==> src/rtl/cpu_defs.sv <==
// Shared CPU definitions used by the exception sequencer: state encoding,
// cause codes, exception vector addresses and vector-mux select encodings.
package cpu_defs;

    localparam int unsigned XLEN    = 32;
    localparam int unsigned BYTE_W  = 8;
    localparam int unsigned CTRL_W  = 3;
    localparam int unsigned CAUSE_W = 2;
    localparam int unsigned CNT_W   = 3;
    localparam int unsigned STATE_W = 3;

    typedef enum logic [STATE_W-1:0] {
        IDLE = 3'd0,
        SAVE = 3'd1,
        RD   = 3'd2,
        WAIT = 3'd3,
        LOAD = 3'd4
    } excpt_state_e;

    typedef enum logic [CAUSE_W-1:0] {
        CAUSE_NONE   = 2'b00,
        CAUSE_OPCODE = 2'b01,
        CAUSE_OVF    = 2'b10,
        CAUSE_DIV0   = 2'b11
    } cause_e;

    // Handler-byte addresses in memory
    localparam logic [BYTE_W-1:0] VEC_OPCODE = 8'd253;
    localparam logic [BYTE_W-1:0] VEC_OVF    = 8'd254;
    localparam logic [BYTE_W-1:0] VEC_DIV0   = 8'd255;

    // Vector-mux select; bit 0 is a don't-care once bit 1 picks the div0 vector
    localparam logic [CTRL_W-1:0] CTRL_OPCODE = 3'b000;
    localparam logic [CTRL_W-1:0] CTRL_OVF    = 3'b001;
    localparam logic [CTRL_W-1:0] CTRL_DIV0   = 3'b010;

    // Same-cycle events resolve opcode > ovf > div0
    function automatic cause_e pick_cause(input logic opcode, input logic ovf, input logic div0);
        if (opcode) begin
            return CAUSE_OPCODE;
        end else if (ovf) begin
            return CAUSE_OVF;
        end else if (div0) begin
            return CAUSE_DIV0;
        end
        return CAUSE_NONE;
    endfunction

    function automatic logic [CTRL_W-1:0] cause_ctrl(input cause_e c);
        case (c)
            CAUSE_OVF:  return CTRL_OVF;
            CAUSE_DIV0: return CTRL_DIV0;
            default:    return CTRL_OPCODE;
        endcase
    endfunction

    // Address the vector mux presents for a given select
    function automatic logic [BYTE_W-1:0] ctrl_vector(input logic [CTRL_W-1:0] ctrl);
        if (ctrl[1]) begin
            return VEC_DIV0;
        end else if (ctrl[0]) begin
            return VEC_OVF;
        end
        return VEC_OPCODE;
    endfunction

endpackage

==> src/rtl/excpt_sequencer.sv <==
// Multicycle exception sequencer: latches the cause, saves EPC, fetches the
// handler byte through the vector mux and loads it into PC while holding busy.
module excpt_sequencer
    import cpu_defs::*;
#(
    parameter int unsigned MEM_LAT = 2,
    parameter int unsigned PC_ADJ  = 4
) (
    input  logic                clk,
    input  logic                reset,
    input  logic                excp_opcode,
    input  logic                excp_ovf,
    input  logic                excp_div0,
    input  logic [XLEN-1:0]     pc_in,
    input  logic [BYTE_W-1:0]   mem_rdata,
    output logic                busy,
    output logic [CTRL_W-1:0]   excpt_ctrl,
    output logic                addr_sel,
    output logic                mem_rd,
    output logic                epc_we,
    output logic [XLEN-1:0]     epc_data,
    output logic                pc_we,
    output logic [XLEN-1:0]     pc_data,
    output logic [CAUSE_W-1:0]  cause
);

    excpt_state_e        state_q, state_d;
    logic [CNT_W-1:0]    cnt_q, cnt_d;
    logic                any_evt;
    cause_e              evt_cause;

    logic                busy_d, addr_sel_d, mem_rd_d, epc_we_d, pc_we_d;
    logic [CTRL_W-1:0]   ctrl_d;
    logic [CAUSE_W-1:0]  cause_d;
    logic [XLEN-1:0]     epc_data_d, pc_data_d;

    // Outputs are registered alongside the state, so each is computed for the state being entered
    always_comb begin
        state_d    = state_q;
        cnt_d      = cnt_q;
        ctrl_d     = excpt_ctrl;
        cause_d    = cause;
        busy_d     = 1'b0;
        addr_sel_d = 1'b0;
        mem_rd_d   = 1'b0;
        epc_we_d   = 1'b0;
        pc_we_d    = 1'b0;
        epc_data_d = '0;
        pc_data_d  = '0;
        any_evt    = excp_opcode | excp_ovf | excp_div0;
        evt_cause  = pick_cause(excp_opcode, excp_ovf, excp_div0);

        unique case (state_q)
            IDLE: begin
                if (any_evt) begin
                    state_d    = SAVE;
                    cause_d    = evt_cause;
                    ctrl_d     = cause_ctrl(evt_cause);
                    busy_d     = 1'b1;
                    epc_we_d   = 1'b1;
                    epc_data_d = pc_in - XLEN'(PC_ADJ);
                end
            end
            SAVE: begin
                state_d    = RD;
                busy_d     = 1'b1;
                addr_sel_d = 1'b1;
                mem_rd_d   = 1'b1;
            end
            RD: begin
                state_d    = WAIT;
                cnt_d      = CNT_W'(MEM_LAT - 1);
                busy_d     = 1'b1;
                addr_sel_d = 1'b1;
            end
            WAIT: begin
                busy_d = 1'b1;
                if (cnt_q == '0) begin
                    state_d   = LOAD;
                    pc_we_d   = 1'b1;
                    pc_data_d = XLEN'(mem_rdata);
                end else begin
                    cnt_d      = cnt_q - CNT_W'(1);
                    addr_sel_d = 1'b1;
                end
            end
            LOAD: begin
                // Events arriving here are dropped; only IDLE accepts them
                state_d = IDLE;
            end
            default: begin
                state_d = IDLE;
            end
        endcase
    end

    // State, counter and registered outputs; reset aborts any sequence in flight
    always_ff @(posedge clk or negedge reset) begin
        if (!reset) begin
            state_q    <= IDLE;
            cnt_q      <= '0;
            busy       <= 1'b0;
            excpt_ctrl <= '0;
            addr_sel   <= 1'b0;
            mem_rd     <= 1'b0;
            epc_we     <= 1'b0;
            epc_data   <= '0;
            pc_we      <= 1'b0;
            pc_data    <= '0;
            cause      <= '0;
        end else begin
            state_q    <= state_d;
            cnt_q      <= cnt_d;
            busy       <= busy_d;
            excpt_ctrl <= ctrl_d;
            addr_sel   <= addr_sel_d;
            mem_rd     <= mem_rd_d;
            epc_we     <= epc_we_d;
            epc_data   <= epc_data_d;
            pc_we      <= pc_we_d;
            pc_data    <= pc_data_d;
            cause      <= cause_d;
        end
    end

endmodule
==> config.mk <==
export PLATFORM = sky130hd
export DESIGN_NAME = excpt_sequencer
export DESIGN_NICKNAME = d
export VERILOG_FILES = /design/src/rtl/cpu_defs.sv /design/src/rtl/excpt_sequencer.sv
export SDC_FILE = /design/constraint.sdc
export NUM_CORES = 1
export LEC_CHECK = 0
export CAP_MARGIN = 25
export CORE_MARGIN = 5
export CORE_UTILIZATION = 35
export DETAILED_ROUTE_END_ITERATION = 8
export PLACE_DENSITY = 0.81
export SLEW_MARGIN = 20
export SYNTH_ARGS = -nofsm -noshare
export SYNTH_HDL_FRONTEND = slang
export SYNTH_SLANG_ARGS = --single-unit
export TNS_END_PERCENT = 30
==> constraint.sdc <==
create_clock -name clk -period 2.1 [get_ports clk]
set_input_delay 0.42 -clock clk [delete_from_list [all_inputs] [get_ports clk]]
set_output_delay 0.42 -clock clk [all_outputs]
set_load 0.02 [all_outputs]
==> metrics.md <==
| Metric | Value |
|---|---|
| Die Y | 97.10 microns |
| Hold slack | 0.08784 ns |
| Asr flop ratio synth | 100.0% |
| Vias in the first global route | 2417 |
| Commonest non-fill, non-tap cell in the layout | clkdlybuf4s50_1 |
| CTS buffer count | 5 |
| Synth Register Bits | 55 |
| H-tree levels | 2 |
| Core box area | 0.007331 sq mm |
| MaxCap Viol Count | 0 |
| CP Class | in -> reg |
| Crit path max fanout | 8 |
| Die width | 97.10 microns |
| Largest net degree at the start of global routing | 26 |
| CTS tree | yes |
| Routed len/inst | around 15 microns |
| Worst path slowest cell | or4_4 |
| # diodes | 0 |
| Vias | approximately 2400 |
| RSZ-0062 raised after global routing | true |
| I/O Buffers | 93 |
| GP Congestion | 0.8856 |
| Routed Antenna Nets | 0 |
| Top-area cell type share of the netlist area | 51.84% |
| Worst setup EP type | flip-flop |
| Drc violations | 0 |
| DR pass1 iterations | 4 |
| Post-synth top flop | dfrtp_1 |
| Slew @ Worst Pin | roughly 0.56 ns |
| Violated checks | negative setup slack |
| Hold/Removal Path Class | in -> async |
| FF-to-FF setup slack | around 0.21 ns |
| Status | complete, but fails checks |
| DIE AREA | about 0.0094 sq mm |
| Largest delay contributor family on the critical path | simple AND/OR/NAND/NOR gates |
| Num ports | 119 |
| First-pass GRT wire length | 11880 microns |
| Fmax | 468.2 MHz |
| Layout cells sized above 1 | 21.78% |
| Max-slew headroom at the worst pin | 62.45% |
| CP max stage delay | between 0.5 and 0.6 ns |
| RR Startpoint | state_q[2]$_DFFE_PN0P_ |
| Clk slew on worst S/H paths | 0.10 ns |
| CTS Buffer Depth | 2 |
| Mapped Avg Cell Area | about 10 sq um |
| Max IR drop VDD | about 0.00052 V |
| GR Overflow Total | 0 |
| Setup slack after layout | -0.03598 ns |
| Most frequent cells in the layout | 72 x clkdlybuf4s50_1, 55 x dfrtp_1, 50 x buf_4 |
| Final nets | roughly 450 |
| Detailed placement HPWL | between 5000 and 6000 microns |
| Pwr Density | roughly 850 mW/mm^2 |
| Layout area overhead | 55.00% |
| Hold buffers post-CTS | 0 |
| Clock insertion delay at the later pin of the skew report | 0.30 ns |
| Slew Limit Fails | 0 |
| Total track usage | approximately 15% |
| Antenna violations before repair | 0 |
| R2R cell count | 5 |
| Fin crit period | 2.136 ns |
| Final setup violation count | 1 |
| Crit path cell chain | buf_4, inv_12, ha_4, or4b_4, or3_4, or4_4, a21oi_2 |
| Initial Utilization | 36.22% |
| Critical path arrival | 2.38 ns |
| Yosys warns | 0 |
| Area leader, netlist | dfrtp_1 |
| Via density | 4.811 |
| Sequential share of the synthesized area | 51.84% |
| Post-synth EDFFs | 0 |
| P_leak | 1.842 nW |
| Synth area leaders | dfrtp_1 52%, buf_4 7.1%, nor2_1 3.7% |
| CP bufs+invs | 2 |
| Fin util | 56.14% |
| # clock sinks | 55 |
| Drt initial violations | 75 |
| Clock skew | a little under 0.01 ns |
| # rows | 31 |
| Period utilization | 101.7% |
| Routed WL | 7296 microns |
| Crit path required time | 2.34 ns |
| Netlist Area Pre-Place | 0.002655 sq mm |
| Cell variety after synth | 37 |
| Final instance area | roughly 0.0041 sq mm |
| Critical path startpoint category | input port |
| Synthesized netlist cell count | ~270 |
| Clk root buf | clkbuf_8 |
| Placed Area | 0.003961 sq mm |
| Worst R2R End | epc_data[25]$_DFF_PN0_ |
| Final Hold Fails | 0 |
-- power by group --
group / switching [mW] / internal, mW
Clock: 0.335 / 0.229
Combinational: 0.812 / 0.687
Sequential: 0.124 / 1.32
Total: 1.27 / 2.23
-- layer usage --
metal	up-vias	global-route usage, %	share of wire, %
met1	1161	17.76	40
met2	99	28.03	52
met5	-	0	0
met3	7	3.374	6.2
met4	0	4.428	1.6
li1	1153	-	-
-- layout make-up --
class / count / area, sq um
fillers: 638 / 3216
inverters: 10 / 55.05
flip-flops and latches: 55 / 1376
clock inverters: 2 / 13.76
well taps: 99 / 123.9
clock buffers: 5 / 68.82
repair buffers: 142 / 1280
multi-input cells: 190 / 1197
-- logic make-up (layout without fill, tap and decap cells) --
| family | Yosys count | in the layout | synth area share, % |
|---|---|---|---|
| AND/OR/NAND/NOR | 111 | 111 | 23.28 |
| flip-flops | 55 | 55 | 51.84 |
| buffers and inverters | 45 | 159 | 10.23 |
| AO/OA/AOI/OAI | 40 | 40 | 9.332 |
| XOR/XNOR | 8 | 8 | 2.639 |
| adder cells (fa/ha/maj) | 3 | 3 | 1.414 |
| multiplexers | 3 | 3 | 1.131 |
| other | 1 | 25 | 0.1412 |
-- worst max path at each step --
stage          cells after the start  slack [ns]  startpoint                     end
2_1_floorplan                      8       -0.23    pc_in[3]  epc_data[26]$_DFF_PN0_
3_3_place_gp                       7       -0.71    pc_in[3]  epc_data[26]$_DFF_PN0_
3_5_place_dp                       7       -0.79    pc_in[3]  epc_data[30]$_DFF_PN0_
4_1_cts                            5       -0.05   pc_in[26]  epc_data[29]$_DFF_PN0_
6_report                           7       -0.04    pc_in[3]  epc_data[30]$_DFF_PN0_
5_1_grt                            7       -0.06    pc_in[3]  epc_data[30]$_DFF_PN0_
-- synthesized netlist by cell type (2+ instances only) --
| master | count |
|---|---|
| mux2i_1 | 3 |
| inv_1 | 10 |
| or4_1 | 13 |
| dfrtp_1 | 55 |
| nor3_1 | 8 |
| o21ai_0 | 6 |
| and2_1 | 10 |
| buf_1 | 3 |
| o31ai_1 | 8 |
| nand4_1 | 3 |
| nor3b_1 | 2 |
| nand2_1 | 14 |
| ha_1 | 3 |
| or2_2 | 3 |
| clkbuf_1 | 5 |
| nor2_1 | 26 |
| a211o_1 | 2 |
| buf_4 | 25 |
| a21oi_1 | 18 |
| o41ai_1 | 2 |
| xnor2_1 | 8 |
| nand2b_1 | 5 |
| nor4_1 | 7 |
| or3_1 | 14 |
-- flip-flops by register name, summed over array words and instances, names as in the netlist, 2 cells and up --
| name | cells |
|---|---|
| epc_data | 32 |
| excpt_ctrl | 2 |
| pc_data | 8 |
| state_q | 3 |
| cause | 2 |
| cnt_q | 3 |
-- timing repair --
| item | 4_1_cts | 5_1_grt |
|---|---|---|
| pin swaps | 8 | 3 |
| cloned | 0 | 0 |
| buffers inserted | 1 | 0 |
| gates resized for setup | 38 | 12 |
| endpoints found under the setup margin | 21 | 11 |
-- stage by stage --
step,setup TNS (ns),cells,total power [mW],setup slack [ns]
floorplan,-1.007,290,2.247,-0.2316
detailed placement,-12.79,495,2.967,-0.7860
CTS,-0.1241,503,3.533,-0.04683
global route,-0.1212,503,3.737,-0.06260
finish,-0.03598,503,3.503,-0.03598
global placement,-11.81,495,2.928,-0.7115
No activity file was read; power rests on OpenSTA's default activity.
